**config.mk**
```make
export PLATFORM = sky130hd
export DESIGN_NAME = uart_tx_frame
export DESIGN_NICKNAME = d
export VERILOG_FILES = /design/src/rtl/uart_defs_pkg.sv /design/src/rtl/uart_baud_tick.sv /design/src/rtl/uart_tx_frame.sv
export SDC_FILE = /design/constraint.sdc
export NUM_CORES = 1
export LEC_CHECK = 0
export CORE_MARGIN = 5
export CORE_UTILIZATION = 35
export CTS_CLUSTER_SIZE = 20
export DETAILED_ROUTE_END_ITERATION = 7
export HOLD_SLACK_MARGIN = 0.1
export PLACE_DENSITY_LB_ADDON = 0.1
export REMOVE_ABC_BUFFERS = 1
export SLEW_MARGIN = 20
export SYNTH_ARGS = -nofsm -noshare
export SYNTH_HDL_FRONTEND = slang
export SYNTH_HIERARCHICAL = 1
export SYNTH_SLANG_ARGS = --single-unit
```
**constraint.sdc**
```tcl
create_clock -name clk -period 3.82 [get_ports clk]
set_input_delay 0.764 -clock clk [delete_from_list [all_inputs] [get_ports clk]]
set_output_delay 0.764 -clock clk [all_outputs]
set_load 0.05 [all_outputs]
```
**src/rtl/uart_defs_pkg.sv**
```systemverilog
`default_nettype none
// ============================================================================
// Module   : uart_defs (package)
// Brief    : Shared UART constants, state encoding and clog2 helper.
// Revision : 1.0 - initial release
// ============================================================================
package uart_defs;

    localparam int PARITY_NONE = 0;
    localparam int PARITY_EVEN = 1;
    localparam int PARITY_ODD  = 2;

    typedef enum logic [2:0] {
        ST_IDLE   = 3'd0,
        ST_START  = 3'd1,
        ST_DATA   = 3'd2,
        ST_PARITY = 3'd3,
        ST_STOP   = 3'd4,
        ST_GAP    = 3'd5
    } uart_state_e;

    // Bits needed to hold values 0..value-1; returns 0 for value <= 1.
    function automatic int clog2(input int value);
        int result;
        int v;
        result = 0;
        v      = value - 1;
        while (v > 0) begin
            result = result + 1;
            v      = v >> 1;
        end
        return result;
    endfunction

endpackage
`default_nettype wire

```
**src/rtl/uart_baud_tick.sv**
```systemverilog
`default_nettype none
// ============================================================================
// Module   : uart_baud_tick
// Brief    : One-cycle tick every CLKS_PER_BIT clocks, restartable by clear.
// Revision : 1.0 - initial release
// ============================================================================
module uart_baud_tick
    import uart_defs::*;
#(
    parameter int CLKS_PER_BIT = 5208
) (
    input  logic clk,
    input  logic rst_n,
    input  logic clear,
    output logic tick
);

    localparam int c_cnt_w = clog2(CLKS_PER_BIT);

    logic [c_cnt_w-1:0] cnt_q;
    logic [c_cnt_w-1:0] cnt_d;

    assign tick = (cnt_q == c_cnt_w'(CLKS_PER_BIT - 1));

    // clear aligns the count to the state-entry edge so every bit is exact
    always_comb begin
        cnt_d = cnt_q + 1'b1;
        if (clear || tick) begin
            cnt_d = '0;
        end
    end

    always_ff @(posedge clk or negedge rst_n) begin
        if (!rst_n) begin
            cnt_q <= '0;
        end else begin
            cnt_q <= cnt_d;
        end
    end

endmodule
`default_nettype wire

```
**src/rtl/uart_tx_frame.sv**
```systemverilog
`default_nettype none
// ============================================================================
// Module   : uart_tx_frame
// Brief    : Multi-character UART transmitter with parity, stop and gap bits.
// Revision : 1.0 - initial release
// ============================================================================
module uart_tx_frame
    import uart_defs::*;
#(
    parameter int CLKS_PER_BIT = 5208,
    parameter int DATA_BITS    = 8,
    parameter int NUM_BYTES    = 2,
    parameter int PARITY       = 0,
    parameter int STOP_BITS    = 1,
    parameter int GAP_BITS     = 0
) (
    input  logic                           clk,
    input  logic                           rst_n,
    input  logic                           start,
    input  logic                           abort,
    input  logic [NUM_BYTES*DATA_BITS-1:0] data,
    output logic                           tx,
    output logic                           busy,
    output logic                           done
);

    localparam int c_buf_w     = NUM_BYTES * DATA_BITS;
    localparam int c_idx_w     = clog2(NUM_BYTES) + 1;
    localparam int c_bit_max0  = (DATA_BITS > STOP_BITS) ? DATA_BITS : STOP_BITS;
    localparam int c_bit_max   = (c_bit_max0 > GAP_BITS) ? c_bit_max0 : GAP_BITS;
    localparam int c_bit_w     = clog2(c_bit_max);
    localparam int c_data_last = DATA_BITS - 1;
    localparam int c_stop_last = STOP_BITS - 1;
    localparam int c_gap_last  = (GAP_BITS > 0) ? GAP_BITS - 1 : 0;
    localparam int c_char_last = NUM_BYTES - 1;

    uart_state_e          state_q, state_d;
    logic [c_bit_w-1:0]   bit_cnt_q, bit_cnt_d;
    logic [c_idx_w-1:0]   char_idx_q, char_idx_d;
    logic [c_buf_w-1:0]   buf_q, buf_d;
    logic                 tx_q, tx_d;
    logic                 busy_q, busy_d;
    logic                 done_q, done_d;
    logic [DATA_BITS-1:0] cur_char;
    logic [DATA_BITS-1:0] char_shift;
    logic                 parity_bit;
    logic                 baud_clear;
    logic                 baud_tick;

    uart_baud_tick #(
        .CLKS_PER_BIT (CLKS_PER_BIT)
    ) u_baud_tick (
        .clk   (clk),
        .rst_n (rst_n),
        .clear (baud_clear),
        .tick  (baud_tick)
    );

    always_comb begin
        state_d    = state_q;
        bit_cnt_d  = bit_cnt_q;
        char_idx_d = char_idx_q;
        buf_d      = buf_q;
        done_d     = 1'b0;

        case (state_q)
            ST_IDLE: begin
                if (start) begin
                    state_d    = ST_START;
                    buf_d      = data;
                    bit_cnt_d  = '0;
                    char_idx_d = '0;
                end
            end
            ST_START: begin
                if (baud_tick) begin
                    state_d   = ST_DATA;
                    bit_cnt_d = '0;
                end
            end
            ST_DATA: begin
                if (baud_tick) begin
                    if (bit_cnt_q == c_bit_w'(c_data_last)) begin
                        bit_cnt_d = '0;
                        state_d   = (PARITY != PARITY_NONE) ? ST_PARITY : ST_STOP;
                    end else begin
                        bit_cnt_d = bit_cnt_q + 1'b1;
                    end
                end
            end
            ST_PARITY: begin
                if (baud_tick) begin
                    state_d   = ST_STOP;
                    bit_cnt_d = '0;
                end
            end
            ST_STOP: begin
                if (baud_tick) begin
                    if (bit_cnt_q == c_bit_w'(c_stop_last)) begin
                        bit_cnt_d = '0;
                        if (char_idx_q == c_idx_w'(c_char_last)) begin
                            state_d = ST_IDLE;
                            done_d  = 1'b1;
                        end else begin
                            // Next character moves into the low slot of the buffer
                            char_idx_d = char_idx_q + 1'b1;
                            buf_d      = buf_q >> DATA_BITS;
                            state_d    = (GAP_BITS > 0) ? ST_GAP : ST_START;
                        end
                    end else begin
                        bit_cnt_d = bit_cnt_q + 1'b1;
                    end
                end
            end
            ST_GAP: begin
                if (baud_tick) begin
                    if (bit_cnt_q == c_bit_w'(c_gap_last)) begin
                        bit_cnt_d = '0;
                        state_d   = ST_START;
                    end else begin
                        bit_cnt_d = bit_cnt_q + 1'b1;
                    end
                end
            end
            default: begin
                state_d = ST_IDLE;
            end
        endcase

        if (abort && (state_q != ST_IDLE)) begin
            state_d    = ST_IDLE;
            done_d     = 1'b0;
            bit_cnt_d  = '0;
            char_idx_d = '0;
            buf_d      = '0;
        end

        // Line level is decoded from the next state so tx is a clean flop output
        cur_char   = buf_d[DATA_BITS-1:0];
        char_shift = cur_char >> bit_cnt_d;
        parity_bit = (PARITY == PARITY_ODD) ? ~(^cur_char) : ^cur_char;

        case (state_d)
            ST_START:  tx_d = 1'b0;
            ST_DATA:   tx_d = char_shift[0];
            ST_PARITY: tx_d = parity_bit;
            default:   tx_d = 1'b1;
        endcase

        busy_d     = (state_d != ST_IDLE);
        baud_clear = (state_d != state_q);
    end

    always_ff @(posedge clk or negedge rst_n) begin
        if (!rst_n) begin
            state_q    <= ST_IDLE;
            bit_cnt_q  <= '0;
            char_idx_q <= '0;
            buf_q      <= '0;
            tx_q       <= 1'b1;
            busy_q     <= 1'b0;
            done_q     <= 1'b0;
        end else begin
            state_q    <= state_d;
            bit_cnt_q  <= bit_cnt_d;
            char_idx_q <= char_idx_d;
            buf_q      <= buf_d;
            tx_q       <= tx_d;
            busy_q     <= busy_d;
            done_q     <= done_d;
        end
    end

    assign tx   = tx_q;
    assign busy = busy_q;
    assign done = done_q;

endmodule
`default_nettype wire

```
Word-level counts from Yosys, hierarchy flattened
Cells that the tools add are included.

Add/sub/neg operators: 3. Muxes and demuxes: 39. Equal/unequal tests: 16. Reduce and logical (&&, ||, !) cells: 11. Shift-type cells: 1.

Operator list (count): 16-bit 2-to-1 mux (5); 3-bit 2-to-1 mux (17); 16-bit one-hot mux with 2 select lines (1); 3-bit one-hot mux with 6 select lines (1); 13-bit by 1-bit adder with 13-bit output, second input constant (1); 13-bit == test, second input constant (1); 13-bit 2-to-1 mux (1); 3-bit by 2-bit == test with 1-bit output, second input constant (4); 3-bit one-hot mux with 4 select lines (1); 2-bit 2-to-1 mux (5); 3-bit == test, second input constant (3); 3-bit != test, second input constant (3); 3-bit nonzero test (3); 8-bit parity (1); 8-bit by 3-bit >> shifter with 1-bit output (1); 3-bit by 1-bit == test with 1-bit output, second input constant (2); 3-bit zero test (2); 1-bit 2-to-1 mux (6); 5-bit AND reduction (1); 2-bit one-hot mux with 2 select lines (1); 2-bit OR reduction (2); 3-bit by 1-bit adder with 3-bit output, second input constant (1); 3-bit by 2-bit != test with 1-bit output, second input constant (1); 3-bit != test (1); 5 further kinds (5).

Logic and storage cells: 79. Register bits: 40. Output and inout bits: 3.

Logic depth before layout (Yosys ltp)
Gate-level depths: netlist of the first run.

Depth after elaboration: 9. Gate-level depth with buffers: 14. Depth with buffers taken out: 13.

Cells and area by module
The synthesis of the first run kept the hierarchy.

By module, submodules not included: uart_tx_frame (cells an instance 179, area each 1819.2 um2, times used 1); uart_baud_tick (cells an instance 68, area each 694.4 um2, times used 1).

Worst setup path after synthesis of the first run
OpenSTA, ideal clock, no wires.

Kind: register -> register. Start: register u_baud_tick.cnt_q[7]. End: register u_baud_tick.cnt_q[7]. Library setup time: 0.077 ns. Clock period less this slack: 3.060 ns. Slack: 0.760 ns. Path buffers: 2. Data arrival time: 2.983 ns. Cell stages (with the launch flop): 13. Cell sequence: dfrtp_1 -> nor4b_1 -> and4_1 -> clkbuf_1 -> nand4bb_1 -> and3_1 -> o32ai_1 -> o21ai_0 -> a21oi_1 -> o211ai_1 -> a41o_1 -> buf_6 -> a21oi_1.

Word-level cells in the longest chain between the ends: 7. Elaborated cells on any way between the ends: 12. Classes of those cells: add/sub: 1; eq/ne: 2; mux: 8; reduce/logical: 1.

RTL lines: start, declared (line uart_baud_tick.sv:20) `logic [c_cnt_w-1:0] cnt_q;`; start signal, assigned (line uart_baud_tick.sv:37) `cnt_q <= cnt_d;`; 13-bit == test * (line uart_baud_tick.sv:23) `assign tick = (cnt_q == c_cnt_w'(CLKS_PER_BIT - 1));`; via baud_tick (line uart_tx_frame.sv:48) `logic baud_tick;`; 3-bit 2-to-1 mux, on equally long branches; 3-bit one-hot mux with 6 select lines * (line uart_tx_frame.sv:66) `case (state_q)`; 3-bit 2-to-1 mux * (line uart_tx_frame.sv:130) `if (abort && (state_q != ST_IDLE)) begin`; 3-bit != test * (line uart_tx_frame.sv:151) `baud_clear = (state_d != state_q);`; via baud_clear (line uart_tx_frame.sv:47) `logic baud_clear;`; 1-bit logical OR * (line uart_baud_tick.sv:28) `if (clear || tick) begin`; 13-bit 2-to-1 mux * (line uart_baud_tick.sv:28); via u_baud_tick.cnt_d[7] (line uart_baud_tick.sv:21) `logic [c_cnt_w-1:0] cnt_d;`.

Mark *: on every way through the listed nets, which the timed path passes. The rest lies on a longest branch. A chain may end at the register's enable or synchronous reset.

Worst setup path in the final report of the first run
Same ends and word-level chain as after synthesis.

==> results.yml, run 1 <==
clock_network:
  cts_tree: "built"
  htree_levels: 2
  cts.path.max_buffers: 2
  post-cts-setup-buffers: 0
  cts_hold_buffers: 0
  cts.clk_slew.worst_paths_ns: 0.08
  cts_resized: 0
  clock-sinks: 40
  clock_latency_ns: 0.29
  root_buffer: "clkbuf_8"
  numCtsBuffers: 5
logic_synthesis:
  ys_seq_elements: 40
  syn_inst: 247
  synth_top_area_share_pct: 38.8
  synthTopCellsByCount: "39 x dfrtp_1, 15 x nand2_1, 14 x a21oi_1, 10 x inv_1"
  async_flop_share_pct: 100
  synth_ff_type: "dfrtp_1"
  yosysTopAreaCell: "dfrtp_1"
  synth_compound_area_share_pct: 20.6
  synth_top_family_by_area: "simple AND/OR/NAND/NOR gates"
  synth_cell_types: 68
  synthXorXnorAreaFrac_pct: 4.18
  netlist_top_cells_area: "dfrtp_1 39%, a21oi_1 2.8%, a22o_1 2.8%, xnor2_1 2.8%, nor4_4 2.5%"
  syn_area_per_cell_um2: 10.2
  synth-warning-count: 6
  synth_area_um2: 2510
  yosysSeqAreaShare_pct: 39.9
  synthAdderAreaFrac_pct: 2.49
  yosys.area_share.simple_pct: 23.2
  muxShareOfSynthArea_pct: 4.63
  synth.most_common_cell: "dfrtp_1"
  synth_edf_count: 0
timing:
  fmax_mhz: 283
  finalCriticalPeriod_ns: 3.53
  tns_ns: 0
  fin_skew_ns: 0.00671
  slew_violations: 0
  maxSlewHeadroom_pct: 38.3
  timing.final.crit_share_pct: 92.5
  hold_violations: 0
  rsz0062_at_grt: "false"
  worst_pin_slew_ns: 0.925
  setup_viol: 0
floorplanning:
  die-area_um2: 8980
  pin_count: 23
  start_util_pct: 36.4
  core_um2: 6910
  dieHeight_um: 94.7
  row_count: 30
  die_w_um: 94.7
route:
  drtIter0Drc: 100
  post-route-drc-count: 0
  wl_per_cell_um: 16.2
  via_count: 2037
  wirelength_um: 5930
  antenna_left: 0
  vias_per_cell: 5.55
  firstDrtPassIters: 4
grt:
  grt_overflow_total: 0
  antenna_found_initial: 0
  grt_pass1_wl_um: 10100
  first_global_vias: 2017
  grt_use_total_pct: 14.4
  grt_start_max_net_pins: 41
setup_path:
  crit_type: "flop to flop"
  crit_path_max_incr_delay_ns: 0.46
  end_kind: "flop"
  crit_top_cell: "a21oi_1"
  required_ns: 4.03
  cp.arrival_ns: 3.74
  crit_slowest_cell: "and4_2"
  crit_fanout: 14
  start_kind: "flop"
  path_cells: "nor4b_1, and4_2, nand4bb_1, and3_1, o32ai_1, o21ai_0, a21oi_1, o211ai_1, a41o_1, a21oi_1"
job:
  drv_cap: 0
place:
  place_hpwl_um: 4350
  postPlaceCellArea_um2: 2840
  gp_congestion: 0.760
  portBuffers: 22
min_path:
  holdCritPathClass: "flop to flop"
layout:
  area_delta_synth_final_pct: 17.4
  n_antenna_cell: 0
  nets: 295
  drive_above_1_share_pct: 15.9
  finalInstanceArea_um2: 2950
pwr:
  p_leak_nw: 1.20
  power.density_nw_per_um2: 518
  ir_worst_vdd_uv: 172
outcome:
  outcome: "completed"
[registers in the layout, indices dropped and copies added (netlist names)]
| name | count |
|---|---|
| u_baud_tick/cnt_q | 13 |
| state_q | 3 |
| done | 1 |
| bit_cnt_q | 3 |
| busy | 1 |
| buf_q | 16 |
| tx | 1 |
| char_idx_q | 2 |
[final timing paths]
kind	startpoint	endpoint	slack [ns]	cells past startpoint
worst max-delay path	u_baud_tick/cnt_q[7]	u_baud_tick/cnt_q[7]	0.29	10
worst min-delay path	char_idx_q[1]	char_idx_q[1]	0.49	2
worst max register to register	u_baud_tick/cnt_q[7]	u_baud_tick/cnt_q[7]	0.29	10
worst min register to register	char_idx_q[1]	char_idx_q[1]	0.49	2
max in group asynchronous	rst_n	buf_q[3]	2.64	1
min in group asynchronous	rst_n	u_baud_tick/cnt_q[10]	0.60	1
[final cells by class]
cell class | count | area (um^2)
inverters | 11 | 41.3
clock buffers | 5 | 68.8
well taps | 96 | 120
multi-input cells | 180 | 1390
flip-flops and latches | 40 | 1000
repair buffers | 32 | 290
fillers | 683 | 3960
clock inverters | 3 | 42.5
[cells by family (layout without fill, tap and decap cells)]
family	Yosys count	in the layout
and+or+nand+nor	81	81
buffers and inverters	27	51
muxes	11	11
AOI/OAI and AO/OA	71	71
adders and majority gates	5	5
DFF	40	40
xor gates and xnor gates	12	12
[critical path: cells and delay by family (launching register included)]
kind,cells,cell delay [ns]
compound gates,6,1.74
simple gates,4,1.26
flops,1,0.44
[cell usage in the layout (no fill, tap or decap), drive strengths merged, types with 6 or more instances in the layout]
cell / synthesis / layout
nor2: 8 / 8
a21oi: 16 / 16
o21ai: 10 / 10
nand3: 7 / 7
dfrtp: 39 / 39
a22o: 8 / 8
buf: 10 / 11
mux2i: 6 / 6
clkdlybuf4s50: 0 / 21
nand2: 15 / 15
a211oi: 6 / 6
xnor2: 8 / 8
inv: 11 / 11
nor3: 9 / 9
[layer usage]
metal / global-route usage, % / part of all wire [%] / up-vias / wire length [um]
met5: 0 / 0 / - / 0
met4: 3.97 / 1.0 / 0 / 61
met3: 2.71 / 3.2 / 4 / 189
met2: 24.2 / 50 / 43 / 2980
met1: 19.0 / 46 / 1005 / 2710
li1: - / - / 985 / -
[power by group]
| part | internal (mW) | switching [mW] | leakage [nW] |
|---|---|---|---|
| clock | 0.193 | 0.151 | 0.0541 |
| combinational | 0.259 | 0.327 | 0.611 |
| sequential | 0.512 | 0.0885 | 0.536 |
[through the flow]
stage          instances  hold slack (ns)  total power, mW  setup WS (ns)  utilization, %
2_1_floorplan        231            0.449             1.01          0.330               -
3_3_place_gp         359            0.460             1.20          0.216            41.1
3_5_place_dp         359            0.479             1.20          0.214            41.1
4_1_cts              367            0.502             1.56          0.133            42.7
5_1_grt              367            0.524             1.64         0.0717            42.7
6_report             367            0.487             1.53          0.285            42.7
No activity file was read; power rests on OpenSTA's default activity.
==> run 2: changes to the inputs <==
--- a/config.mk
+++ b/config.mk
@@ -12,7 +12,8 @@
 export HOLD_SLACK_MARGIN = 0.1
 export PLACE_DENSITY_LB_ADDON = 0.1
 export REMOVE_ABC_BUFFERS = 1
-export SLEW_MARGIN = 20
+export SKIP_CTS_REPAIR_TIMING = 1
+export SLEW_MARGIN = 0
 export SYNTH_ARGS = -nofsm -noshare
 export SYNTH_HDL_FRONTEND = slang
 export SYNTH_HIERARCHICAL = 1
==> constraint.sdc (replaced) <==
create_clock -name clk -period 4.4 [get_ports clk]
set_input_delay 0.88 -clock clk [delete_from_list [all_inputs] [get_ports clk]]
set_output_delay 0.88 -clock clk [all_outputs]
set_load 0.05 [all_outputs]
==> results.yml, run 2 (synthesis gave the netlist of run 1 again) <==
outcome:
  outcome: "completed"
grt:
  grt_pass1_wl_um: 9830
  grt_overflow_total: 0
  grt_use_total_pct: 14.0
  antenna_found_initial: 0
  first_global_vias: 2007
  grt_start_max_net_pins: 41
pwr:
  p_comb_share_pct: 37.9
  p_switching_uw: 489
  power.density_nw_per_um2: 453
  ir_worst_vdd_uv: 156
  internal-power_uw: 829
  p_sw_share_pct: 37.1
  p_leak_nw: 1.18
  pwr-share-seq_pct: 39.5
  p_clk_share_pct: 22.6
timing:
  hold_violations: 0
  rsz0062_at_grt: "false"
  fin_skew_ns: 0.0124
  slew_violations: 0
  worst_pin_slew_ns: 0.937
  timing.final.crit_share_pct: 82.1
  fmax_mhz: 277
  finalWorstSetupSlack_ns: 0.789
  setup_viol: 0
  finalCriticalPeriod_ns: 3.61
  maxSlewHeadroom_pct: 37.6
  tns_ns: 0
setup_path:
  cp.arrival_ns: 3.81
  reg2regPathDepth: 10
  start_kind: "flop"
  required_ns: 4.60
  worstReg2RegEnd: "u_baud_tick/cnt_q[8]"
  crit_type: "flop to flop"
  end_kind: "flop"
  r2r_setup_slack_ns: 0.79
  crit_fanout: 14
  r2r-start: "u_baud_tick/cnt_q[7]"
clock_network:
  htree_levels: 2
  clock-sinks: 40
  root_buffer: "clkbuf_8"
  cts.clk_slew.worst_paths_ns: 0.08
  clock_latency_ns: 0.29
  cts_tree: "built"
  numCtsBuffers: 5
  cts.path.max_buffers: 2
layout:
  final_common_cell: "dfrtp_1"
  finalInstanceArea_um2: 2910
  area_delta_synth_final_pct: 15.9
  largest_reg_flops: 16
  reg_top3: "buf_q: 16 flops, u_baud_tick/cnt_q: 13 flops"
  fillers: 707
  nets: 290
  utilization_pct: 42.2
  top_register: "buf_q"
  layout_common_cells: "39 x dfrtp_1, 21 x clkdlybuf4s50_1, 15 x nand2_1"
  layoutNonFillerInstCount: 362
  drive_above_1_share_pct: 13.9
  n_antenna_cell: 0
route:
  antenna_left: 0
  vias_per_cell: 5.44
  wirelength_um: 5650
  via_count: 1968
  drtIter0Drc: 95
  wl_per_cell_um: 15.6
  post-route-drc-count: 0
  firstDrtPassIters: 4
floorplanning:
  pin_count: 23
  core_um2: 6910
  start_util_pct: 36.4
  dieHeight_um: 94.7
  die-area_um2: 8980
  die_w_um: 94.7
  row_count: 30
place:
  place_hpwl_um: 4160
  portBuffers: 22
  place_ws_ns: 0.649
  postPlaceCellArea_um2: 2800
  gp_congestion: 0.776
  placedCellCount: 354
min_path:
  holdCritPathClass: "flop to flop"
  whs_path_depth: 1
  hold_path_end: "u_baud_tick/cnt_q[0]"
  worst_hold_startpoint: "u_baud_tick/cnt_q[0]"
job:
  drv_cap: 0
==> run 2: changes by cell type in the layout (fill, tap and decap cells not counted) <==
cell,change
and4_1,+1
buf_4,-5
and4_2,-1
==> run 2: layout make-up <==
type / count / area, um^2 / share of cell area, %
Inverter: 11 / 41.3 / 1.42
Clock inverter: 3 / 42.5 / 1.46
Clock buffer: 5 / 68.8 / 2.36
Timing Repair Buffer: 27 / 253 / 8.68
Tap cell: 96 / 120 / 4.12
Multi-Input combinational cell: 180 / 1390 / 47.6
Sequential cell: 40 / 1000 / 34.4
==> run 2: worst max-delay path by stage <==
| stage | start | end | cells past startpoint |
|---|---|---|---|
| 2_1_floorplan | u_baud_tick/cnt_q[7] | tx | 10 |
| 3_5_place_dp | abort | tx | 9 |
| 4_1_cts | u_baud_tick/cnt_q[7] | u_baud_tick/cnt_q[8] | 10 |
| 3_3_place_gp | abort | tx | 9 |
| 5_1_grt | u_baud_tick/cnt_q[7] | u_baud_tick/cnt_q[8] | 10 |
| 6_report | u_baud_tick/cnt_q[7] | u_baud_tick/cnt_q[8] | 10 |
==> run 2: power by group through the flow <==
stage | Combinational, mW | Clock (mW) | Sequential, mW
5_1_grt | 0.561 | 0.322 | 0.531
2_1_floorplan | 0.336 | 0 | 0.540
3_3_place_gp | 0.510 | 0 | 0.529
4_1_cts | 0.512 | 0.311 | 0.521
3_5_place_dp | 0.510 | 0 | 0.528
6_report | 0.500 | 0.298 | 0.520
==> run 2: stage by stage <==
step           power (mW)  hold WS [ns]
2_1_floorplan       0.875         0.449
3_3_place_gp         1.04         0.459
3_5_place_dp         1.04         0.474
4_1_cts              1.34         0.487
5_1_grt              1.41         0.520
6_report             1.32         0.484
==> run 2: layer usage <==
layer | wire length, um | track usage [%] | up-vias | part of all wire (%)
met2 | 2760 | 23.7 | 36 | 49
li1 | - | - | 975 | -
met4 | 67 | 4.45 | 0 | 1.2
met5 | 0 | 0 | - | 0
met3 | 174 | 3.03 | 6 | 3.1
met1 | 2650 | 17.8 | 951 | 47
==> run 2: critical path: stages, from the launching register on <==
cell       delay (ns)
dfrtp_1          0.43
nor4b_1          0.37
and4_1           0.52
nand4bb_1        0.34
and3_1           0.31
o32ai_1          0.31
o21ai_0          0.28
a21oi_1          0.22
o211ai_1         0.14
a41o_1           0.41
a21oi_1          0.19
